**src/rtl/p08_cfg_spi_sequencer.sv**
```systemverilog
// p08_cfg_spi_sequencer: round-robin SPI host feeding the rbzero vector and register ports.
module p08_cfg_spi_sequencer #(
  parameter int PAYLOAD_W = 80,
  parameter int LEN_W = 7,
  parameter int CLK_DIV = 2,
  parameter int GAP_CYC = 4,
  parameter bit VEC_VBLANK_ONLY = 1'b1
) (
  input  logic                 i_clk,
  input  logic                 i_reset_n,
  input  logic                 i_vblank,
  input  logic                 i_vec_req,
  input  logic [LEN_W-1:0]     i_vec_len,
  input  logic [PAYLOAD_W-1:0] i_vec_data,
  output logic                 o_vec_gnt,
  output logic                 o_vec_done,
  input  logic                 i_reg_req,
  input  logic [LEN_W-1:0]     i_reg_len,
  input  logic [PAYLOAD_W-1:0] i_reg_data,
  output logic                 o_reg_gnt,
  output logic                 o_reg_done,
  output logic                 o_err,
  output logic                 o_busy,
  output logic                 o_vec_csb,
  output logic                 o_vec_sclk,
  output logic                 o_vec_mosi,
  output logic                 o_reg_csb,
  output logic                 o_reg_sclk,
  output logic                 o_reg_mosi
);
  localparam int CW = $clog2((CLK_DIV > GAP_CYC ? CLK_DIV : GAP_CYC) + 1);
  localparam logic [LEN_W:0] PMAX = (LEN_W+1)'(PAYLOAD_W);
  typedef enum logic [2:0] {IDLE, SETUP, SHIFT, GAP, ERR} state_t;
  state_t state, state_n;
  logic tgt, tgt_n, last_reg, last_reg_n, hi, hi_n;
  logic act, act_n, sclk, sclk_n, mosi, mosi_n;
  logic vec_gnt_n, reg_gnt_n, done_n, err_n;
  logic [LEN_W-1:0] idx, idx_n, req_len;
  logic [PAYLOAD_W-1:0] data, data_n, req_data;
  logic [CW-1:0] cnt, cnt_n;
  logic vec_win, reg_win, bad, div_end;
  assign vec_win = i_vec_req & (!VEC_VBLANK_ONLY | i_vblank) & (!i_reg_req | last_reg);
  assign reg_win = i_reg_req & !vec_win;
  assign req_len = vec_win ? i_vec_len : i_reg_len;
  assign req_data = vec_win ? i_vec_data : i_reg_data;
  assign bad = (req_len == '0) | ({1'b0, req_len} > PMAX);
  assign div_end = cnt == CW'(CLK_DIV - 1);
  // idx holds the bit on MOSI; it steps down at each rising-phase start so the last bit is idx==0
  always_comb begin
    state_n = state;
    tgt_n = tgt;
    last_reg_n = last_reg;
    hi_n = hi;
    idx_n = idx;
    data_n = data;
    cnt_n = cnt + 1'b1;
    act_n = act;
    sclk_n = sclk;
    mosi_n = mosi;
    vec_gnt_n = 1'b0;
    reg_gnt_n = 1'b0;
    done_n = 1'b0;
    err_n = 1'b0;
    case (state)
      IDLE: if (vec_win | reg_win) begin
        tgt_n = reg_win;
        last_reg_n = reg_win;
        vec_gnt_n = vec_win;
        reg_gnt_n = reg_win;
        data_n = req_data;
        idx_n = req_len - 1'b1;
        cnt_n = '0;
        state_n = bad ? ERR : SETUP;
        act_n = !bad;
        mosi_n = bad ? 1'b0 : req_data[idx_n];
      end
      SETUP: if (div_end) begin
        state_n = SHIFT;
        cnt_n = '0;
        hi_n = 1'b1;
        sclk_n = 1'b1;
      end
      SHIFT: if (div_end) begin
        cnt_n = '0;
        if (hi) begin
          hi_n = 1'b0;
          sclk_n = 1'b0;
          mosi_n = (idx != '0) ? data[idx - 1'b1] : mosi;
        end else if (idx == '0) begin
          state_n = GAP;
          act_n = 1'b0;
          mosi_n = 1'b0;
          done_n = 1'b1;
        end else begin
          idx_n = idx - 1'b1;
          hi_n = 1'b1;
          sclk_n = 1'b1;
        end
      end
      GAP: state_n = (cnt == CW'(GAP_CYC - 1)) ? IDLE : GAP;
      ERR: begin
        state_n = IDLE;
        done_n = 1'b1;
        err_n = 1'b1;
      end
      default: state_n = IDLE;
    endcase
  end
  always_ff @(posedge i_clk or negedge i_reset_n) begin
    if (!i_reset_n) begin
      state <= IDLE;
      tgt <= 1'b0;
      last_reg <= 1'b1;
      hi <= 1'b0;
      idx <= '0;
      data <= '0;
      cnt <= '0;
      act <= 1'b0;
      sclk <= 1'b0;
      mosi <= 1'b0;
      o_vec_gnt <= 1'b0;
      o_reg_gnt <= 1'b0;
      o_vec_done <= 1'b0;
      o_reg_done <= 1'b0;
      o_err <= 1'b0;
      o_busy <= 1'b0;
      o_vec_csb <= 1'b1;
      o_vec_sclk <= 1'b0;
      o_vec_mosi <= 1'b0;
      o_reg_csb <= 1'b1;
      o_reg_sclk <= 1'b0;
      o_reg_mosi <= 1'b0;
    end else begin
      state <= state_n;
      tgt <= tgt_n;
      last_reg <= last_reg_n;
      hi <= hi_n;
      idx <= idx_n;
      data <= data_n;
      cnt <= cnt_n;
      act <= act_n;
      sclk <= sclk_n;
      mosi <= mosi_n;
      o_vec_gnt <= vec_gnt_n;
      o_reg_gnt <= reg_gnt_n;
      o_vec_done <= done_n & !tgt_n;
      o_reg_done <= done_n & tgt_n;
      o_err <= err_n;
      o_busy <= state_n != IDLE;
      o_vec_csb <= !(act_n & !tgt_n);
      o_vec_sclk <= sclk_n & !tgt_n;
      o_vec_mosi <= mosi_n & !tgt_n;
      o_reg_csb <= !(act_n & tgt_n);
      o_reg_sclk <= sclk_n & tgt_n;
      o_reg_mosi <= mosi_n & tgt_n;
    end
  end
endmodule

```
**config.mk**
```make
export PLATFORM = sky130hd
export DESIGN_NAME = p08_cfg_spi_sequencer
export DESIGN_NICKNAME = d
export VERILOG_FILES = /design/src/rtl/p08_cfg_spi_sequencer.sv
export SDC_FILE = /design/constraint.sdc
export NUM_CORES = 1
export LEC_CHECK = 0
export CORE_ASPECT_RATIO = 1.2
export CORE_MARGIN = 8
export CORE_UTILIZATION = 50
export DETAILED_ROUTE_END_ITERATION = 10
export PLACE_DENSITY = 0.81
export REMOVE_ABC_BUFFERS = 1
export SLEW_MARGIN = 15
export SYNTH_ARGS = -nofsm -noshare
export SYNTH_HDL_FRONTEND = slang
export SYNTH_SLANG_ARGS = --single-unit
```
**constraint.sdc**
```tcl
create_clock -name i_clk -period 3.7 [get_ports i_clk]
set_input_delay 0.74 -clock i_clk [delete_from_list [all_inputs] [get_ports i_clk]]
set_output_delay 0.74 -clock i_clk [all_outputs]
set_load 0.005 [all_outputs]
```
* Word level (Yosys, flattened, before mapping) *
Index checks and enable logic that the tools add are counted.

storage, ports and cells
  flip-flop bits (word level) = 111
  input port bits = 179
  output and inout port bits = 12
  logic and storage cells = 125

operators by class
  $add $sub $neg = 3
  order comparisons = 3
  eq/ne operators = 11
  mux-type cells = 55
  bitwise operators = 14
  reduce and logical (&&, ||, !) cells = 17

operator list
  cell                                                                   number
  80-bit two-way mux                                                     1
  7-bit two-way mux                                                      5
  1-bit two-way mux                                                      30
  3-bit two-way mux                                                      8
  7-bit by 8-bit < comparator with 1-bit output (second input constant)  2
  1-bit binary-select mux with 7-bit select                              2
  7-bit zero test                                                        2
  7-bit one-hot mux with 2 select lines                                  1
  7-bit by 1-bit subtractor with 7-bit output (second input constant)    2
  3-bit one-hot mux with 4 select lines                                  1
  1-bit bitwise AND                                                      11
  2-bit != test (second input constant)                                  5
  1-bit one-hot mux with 2 select lines                                  5
  3-bit by 2-bit == test with 1-bit output (second input constant)       3
  7-bit > comparator (second input constant)                             1
  7-bit nonzero test                                                     1
  3-bit by 1-bit == test with 1-bit output (second input constant)       2
  1-bit zero test                                                        6
  3-bit one-hot mux with 2 select lines                                  1
  5-bit AND reduction                                                    1
  2-bit nonzero test                                                     2
  3-bit by 1-bit adder with 3-bit output (second input constant)         1
  3-bit == test (second input constant)                                  1
  3-bit zero test                                                        1
  6 further kinds                                                        8

* Depth between registers and ports, before layout *
  depth in word-level cells = 11
  gate-level depth with buffers = 15
  mapped depth without buffers = 11

* Worst setup path after synthesis *
No wires, ideal clock.

  path kind = register -> register
  start point = register idx[0]
  end point = register o_reg_mosi
  library setup time = 119 ps
  data arrival time = 3141 ps
  required time = 3581 ps
  setup slack = 440 ps
  cell stages (with the launch flop) = 13
  path buffers = 3
  period minus slack after synthesis = 3260 ps
  cell sequence = dfrtp_1 buf_6 buf_6 buf_2 inv_1 ha_1 xnor2_1 mux4_2 and3b_1 a31o_1 o2111ai_2 o311ai_2 and2_1

on the way
  cells in the longest elaborated chain, start to end = 8
  elaborated cells between the ends (all ways) = 11
  classes of those cells = 1 x add/sub; 7 x mux; 1 x bitwise; 2 x reduce/logical

ends and longest elaborated chain
  element                                      RTL line  source
  start, declared                              38        logic [LEN_W-1:0] idx, idx_n, req_len;
  start signal, assigned                       138       idx <= idx_n;
  7-bit by 1-bit subtractor with 7-bit output  88        mosi_n = (idx != '0) ? data[idx - 1'b1] : mosi;
  1-bit binary-select mux with 7-bit select    88
  1-bit two-way mux (not written as such)      88
  1-bit two-way mux                            88
  1-bit two-way mux *                          85        if (hi) begin
  1-bit two-way mux *                          83        SHIFT: if (div_end) begin
  1-bit one-hot mux with 2 select lines *      64        case (state)
  1-bit bitwise AND *                          155       o_reg_mosi <= mosi_n & tgt_n;
  end signal, assigned                         155
  end, declared                                29        output logic o_reg_mosi

Mark *: on every way between the ends. The rest lies on a longest branch, timed or not. The select of a mux whose other input is x is not followed.
A chain may end at the register's enable or synchronous reset.

* Final worst setup path *
  start point = input i_reg_req
  end point = register o_reg_mosi

on the way
  cells in the longest elaborated chain, start to end = 11
  elaborated cells between the ends (all ways) = 20
  classes of those cells = 1 x add/sub; 1 x order compare; 9 x mux; 6 x bitwise; 3 x reduce/logical

ends and longest elaborated chain
  element                                      RTL line  source
  start, declared                              17        input logic i_reg_req,
  1-bit zero test                              42        assign vec_win = i_vec_req & (!VEC_VBLANK_ONLY | i_vblank) & (!i_reg_req | last_reg);
  1-bit bitwise OR                             42
  1-bit bitwise AND                            42
  7-bit two-way mux                            44        assign req_len = vec_win ? i_vec_len : i_reg_len;
  7-bit by 1-bit subtractor with 7-bit output  71        idx_n = req_len - 1'b1;
  1-bit binary-select mux with 7-bit select    75        mosi_n = bad ? 1'b0 : req_data[idx_n];
  1-bit two-way mux (not written as such)      75
  1-bit two-way mux                            75
  1-bit two-way mux                            65        IDLE: if (vec_win | reg_win) begin
  1-bit one-hot mux with 2 select lines        64
  1-bit bitwise AND *                          155

Marks and branches as above.

==> summary.txt <==
Finish
  – Ant. Diodes: 0
  – Post-layout util: roughly two thirds
  – Fillers: around 1200
  – Final instance area: 0.01009 sq mm
  – Reg with most FFs: data
  – Reg area: ~0.0028 sq mm
  – Area grow syn2layout: 35.24%
  – Largest register FFs: 80
  – Layout Nets: ~1200
  – Area of the multi-input gates: roughly 0.0043 sq mm
  – Biggest regs: data x80, idx x7
  – Final Non-Filler Cells: roughly 1300
  – Layout cells sized above 1: 11.50%

Floorplan
  – FP Rows: between 40 and 50
  – Die Y: 149.8 um
  – Initial Util: about half
  – Die Area: ~0.019 sq mm
  – IO Pins: about 190
  – Die extent in x: roughly 130 um
  – Core Footprint: about 0.015 sq mm

Routing
  – Final wirelength: approximately 27000 um
  – DR WL/cell: between 20 and 25 um
  – Post-DRT Antenna Nets: 0
  – Via/cell ratio: 6.232
  – Routed via count: between 7000 and 8000
  – DRT iter0 DRCs: between 900 and 1000
  – TritonRoute pass-1 iters: 8
  – DR DRC count: 0

Logic synthesis
  – Cell count after synthesis: 880
  – Syn Std Cell Area: ~0.0075 sq mm
  – Post-synth cell types: 66
  – Sequential share of the synthesized area: between 30% and 40%
  – Post-synth EDFFs: 0
  – Most frequent cells after synthesis: nand2_1 (197), nor2_1 (116), dfrtp_1 (108)
  – Top post-synthesis cells by area: dfrtp_1 (36%), nand2_1 (9.9%), mux4_2 (9.1%)
  – Synth top area share: 36.21%
  – Top FF cell, synth: dfrtp_1
  – Count leader, synth: nand2_1
  – Synth area leader: dfrtp_1
  – Syn avg cell area: between 8 and 9 sq um
  – Synth warn: 0
  – Asr flop ratio synth: 100.0%
  – Synth Register Bits: about 110

Critical path
  – Worst path bufs/invs: 1
  – CP arrival: ~3.6 ns
  – Crit-path cells: clkdlybuf4s50_1 -> and2b_1 -> nor3_4 -> a21oi_4 -> mux4_2 -> a32oi_1 -> a31oi_1 -> a2111oi_2 -> o311ai_2 -> and2_1
  – Family with the most delay on the worst path: compound AO/OA/AOI/OAI gates
  – Required @ worst endpoint: 3.96 ns
  – Crit. End Element: register
  – Setup crit start kind: primary input
  – CP max FO: 5
  – Slowest cell delay on critical path: roughly 0.57 ns
  – WS Path Type: in2reg
  – Max stage delay cell, worst path: clkdlybuf4s50_1

STA
  – Fin crit period: 3.302 ns
  – Pins over their slew limit: 0
  – Final hold slack: 0.3776 ns
  – Clk_skew: between 0.009 and 0.01 ns
  – Slew at the pin with the worst max-slew slack: roughly 0.79 ns
  – Headroom to the max-slew limit: a little under half
  – Final Cycle Share: 89.24%
  – Final Hold Fails: 0
  – RSZ-0062 raised after global routing: false
  – Final setup viols: 0
  – Achievable Freq: ~300 MHz

Global route
  – GR Util met2: 46.60%
  – Largest net degree at the start of global routing: just over 100
  – M3 GR Usage: 5.668%
  – Vias in the first global route: around 8000
  – M1 GR Usage: 33.77%
  – Gr busiest metal: met2
  – Initial antenna violation count: 1
  – Total congestion overflow: 0
  – All-Layer GR Usage: between 20% and 30%
  – First-pass GRT wire length: approximately 42000 um

Power and ir drop
  – Leakage: 4.063 nW
  – VDD IR-drop max: between 0.3 and 0.4 mV
  – PwrDens: 669.3 mW/mm^2
  – Clock share of power: ~17%
  – Overall power: 6.756 mW
  – Switching Share: between 30% and 40%
  – Flop pwr share: about a third
  – Combinational Power Share: between 50% and 60%
  – Sw power: between 2 and 3 mW
  – Cell Int Power: just over 4 mW

Clocking
  – Number of CTS-inserted buffers: 9
  – Hold-fix buffers, CTS: 0
  – Worst-skew pair later-pin latency: 0.37 ns
  – Post-CTS sizing: 0
  – Clock buffer depth: 2
  – Clock sink total: 111
  – Clk slew on worst S/H paths: ~0.080 ns
  – CTS tree: yes
  – H-tree lvl count: 3
  – Post-CTS setup buffer count: 0
  – Root Driver: clkbuf_16

Placed design
  – DP Wirelength: between 20000 and 25000 um
  – Placed insts: 1249
  – Gpl congestion: approximately 0.94
  – Number of port buffers: 190
  – Post-place instance area: just under 0.01 sq mm

Run
  – Maxcap violations: 0

Run status
  – Status: complete, no violations

Min path
  – HP Class: in2async
[power groups by stage]
stage / sequential [mW] / clock (mW) / combinational [mW]
floorplan: 2.11 / 0 / 2.19
finish: 2.14 / 1.17 / 3.45
CTS: 2.13 / 1.17 / 3.40
detailed placement: 2.15 / 0 / 3.38
global route: 2.20 / 1.22 / 3.73
global placement: 2.12 / 0 / 3.32
[cells by family (layout without fill, tap and decap cells)]
group / after synthesis / count (layout) / share of synthesized area, %
adder cells (fa/ha/maj): 4 / 4 / 0.6706
AND/OR/NAND/NOR: 377 / 377 / 21.59
flip-flops: 111 / 111 / 37.27
multiplexers: 69 / 69 / 14.43
buffers and inverters: 82 / 263 / 4.727
XOR/XNOR: 10 / 10 / 1.274
AO/OA/AOI/OAI: 227 / 227 / 20.03
[placed cells by master (no fill, tap or decap), types with 3 or more instances in the layout]
master / netlist / layout
nand2_1: 197 / 197
clkdlybuf4s50_1: 0 / 189
nor2_1: 116 / 115
dfrtp_1: 108 / 108
a31oi_1: 88 / 88
buf_4: 1 / 39
o21ai_0: 37 / 37
mux2i_1: 30 / 30
mux4_2: 30 / 30
a21oi_1: 26 / 26
a211oi_1: 16 / 16
nor3_1: 14 / 14
o22ai_1: 13 / 13
inv_1: 12 / 12
mux2_2: 9 / 9
o221ai_1: 9 / 9
clkbuf_16: 0 / 9
nand2b_1: 7 / 7
xnor2_1: 7 / 7
nand3_1: 6 / 6
buf_12: 0 / 6
and2_1: 5 / 5
and3_1: 5 / 5
nor3b_1: 5 / 5
a21o_1: 5 / 5
nand3b_1: 4 / 4
ha_1: 4 / 4
or3_1: 3 / 3
o31ai_1: 3 / 3
a311oi_1: 3 / 3
bufinv_16: 0 / 3
dfstp_2: 3 / 3
[worst paths after layout]
path	from	to	slack, ns	cells after the start
worst max-delay path	i_reg_req	o_reg_mosi	0.40	10
worst min-delay path	i_reset_n	data[19]	0.38	1
worst max register to register	idx[1]	o_reg_mosi	0.45	11
worst min register to register	cnt[0]	cnt[0]	0.47	1
max in group asynchronous	i_reset_n	o_vec_csb	2.50	2
min in group i_clk	cnt[0]	cnt[0]	0.47	1
[per-stage QoR]
| stage | setup TNS (ns) | worst slack (ns) |
|---|---|---|
| after global placement | 0 | 0.1034 |
| after detailed placement | 0 | 0.06474 |
| final | 0 | 0.3982 |
| after global routing | 0 | 0.3055 |
| after CTS | 0 | 0.4426 |
| after floorplan | -114.54 | -2.284 |
[per-layer routing]
metal | vias up | share of wire (%)
li1 | 3532 | -
met4 | 2 | 5.5
met5 | - | 0.048
met3 | 108 | 8.9
met1 | 3710 | 37
met2 | 531 | 48
[layout make-up]
| cell class | instances | area share (%) |
|---|---|---|
| Multi-Input combinational cell | 687 | 43.09 |
| Sequential cell | 111 | 27.56 |
| Timing Repair Buffer | 234 | 22.83 |
| Tap cell | 204 | 2.529 |
| Clock buffer | 10 | 2.368 |
| Clock inverter | 6 | 1.140 |
| Inverter | 13 | 0.4835 |
(Power assumes the default switching activity.)
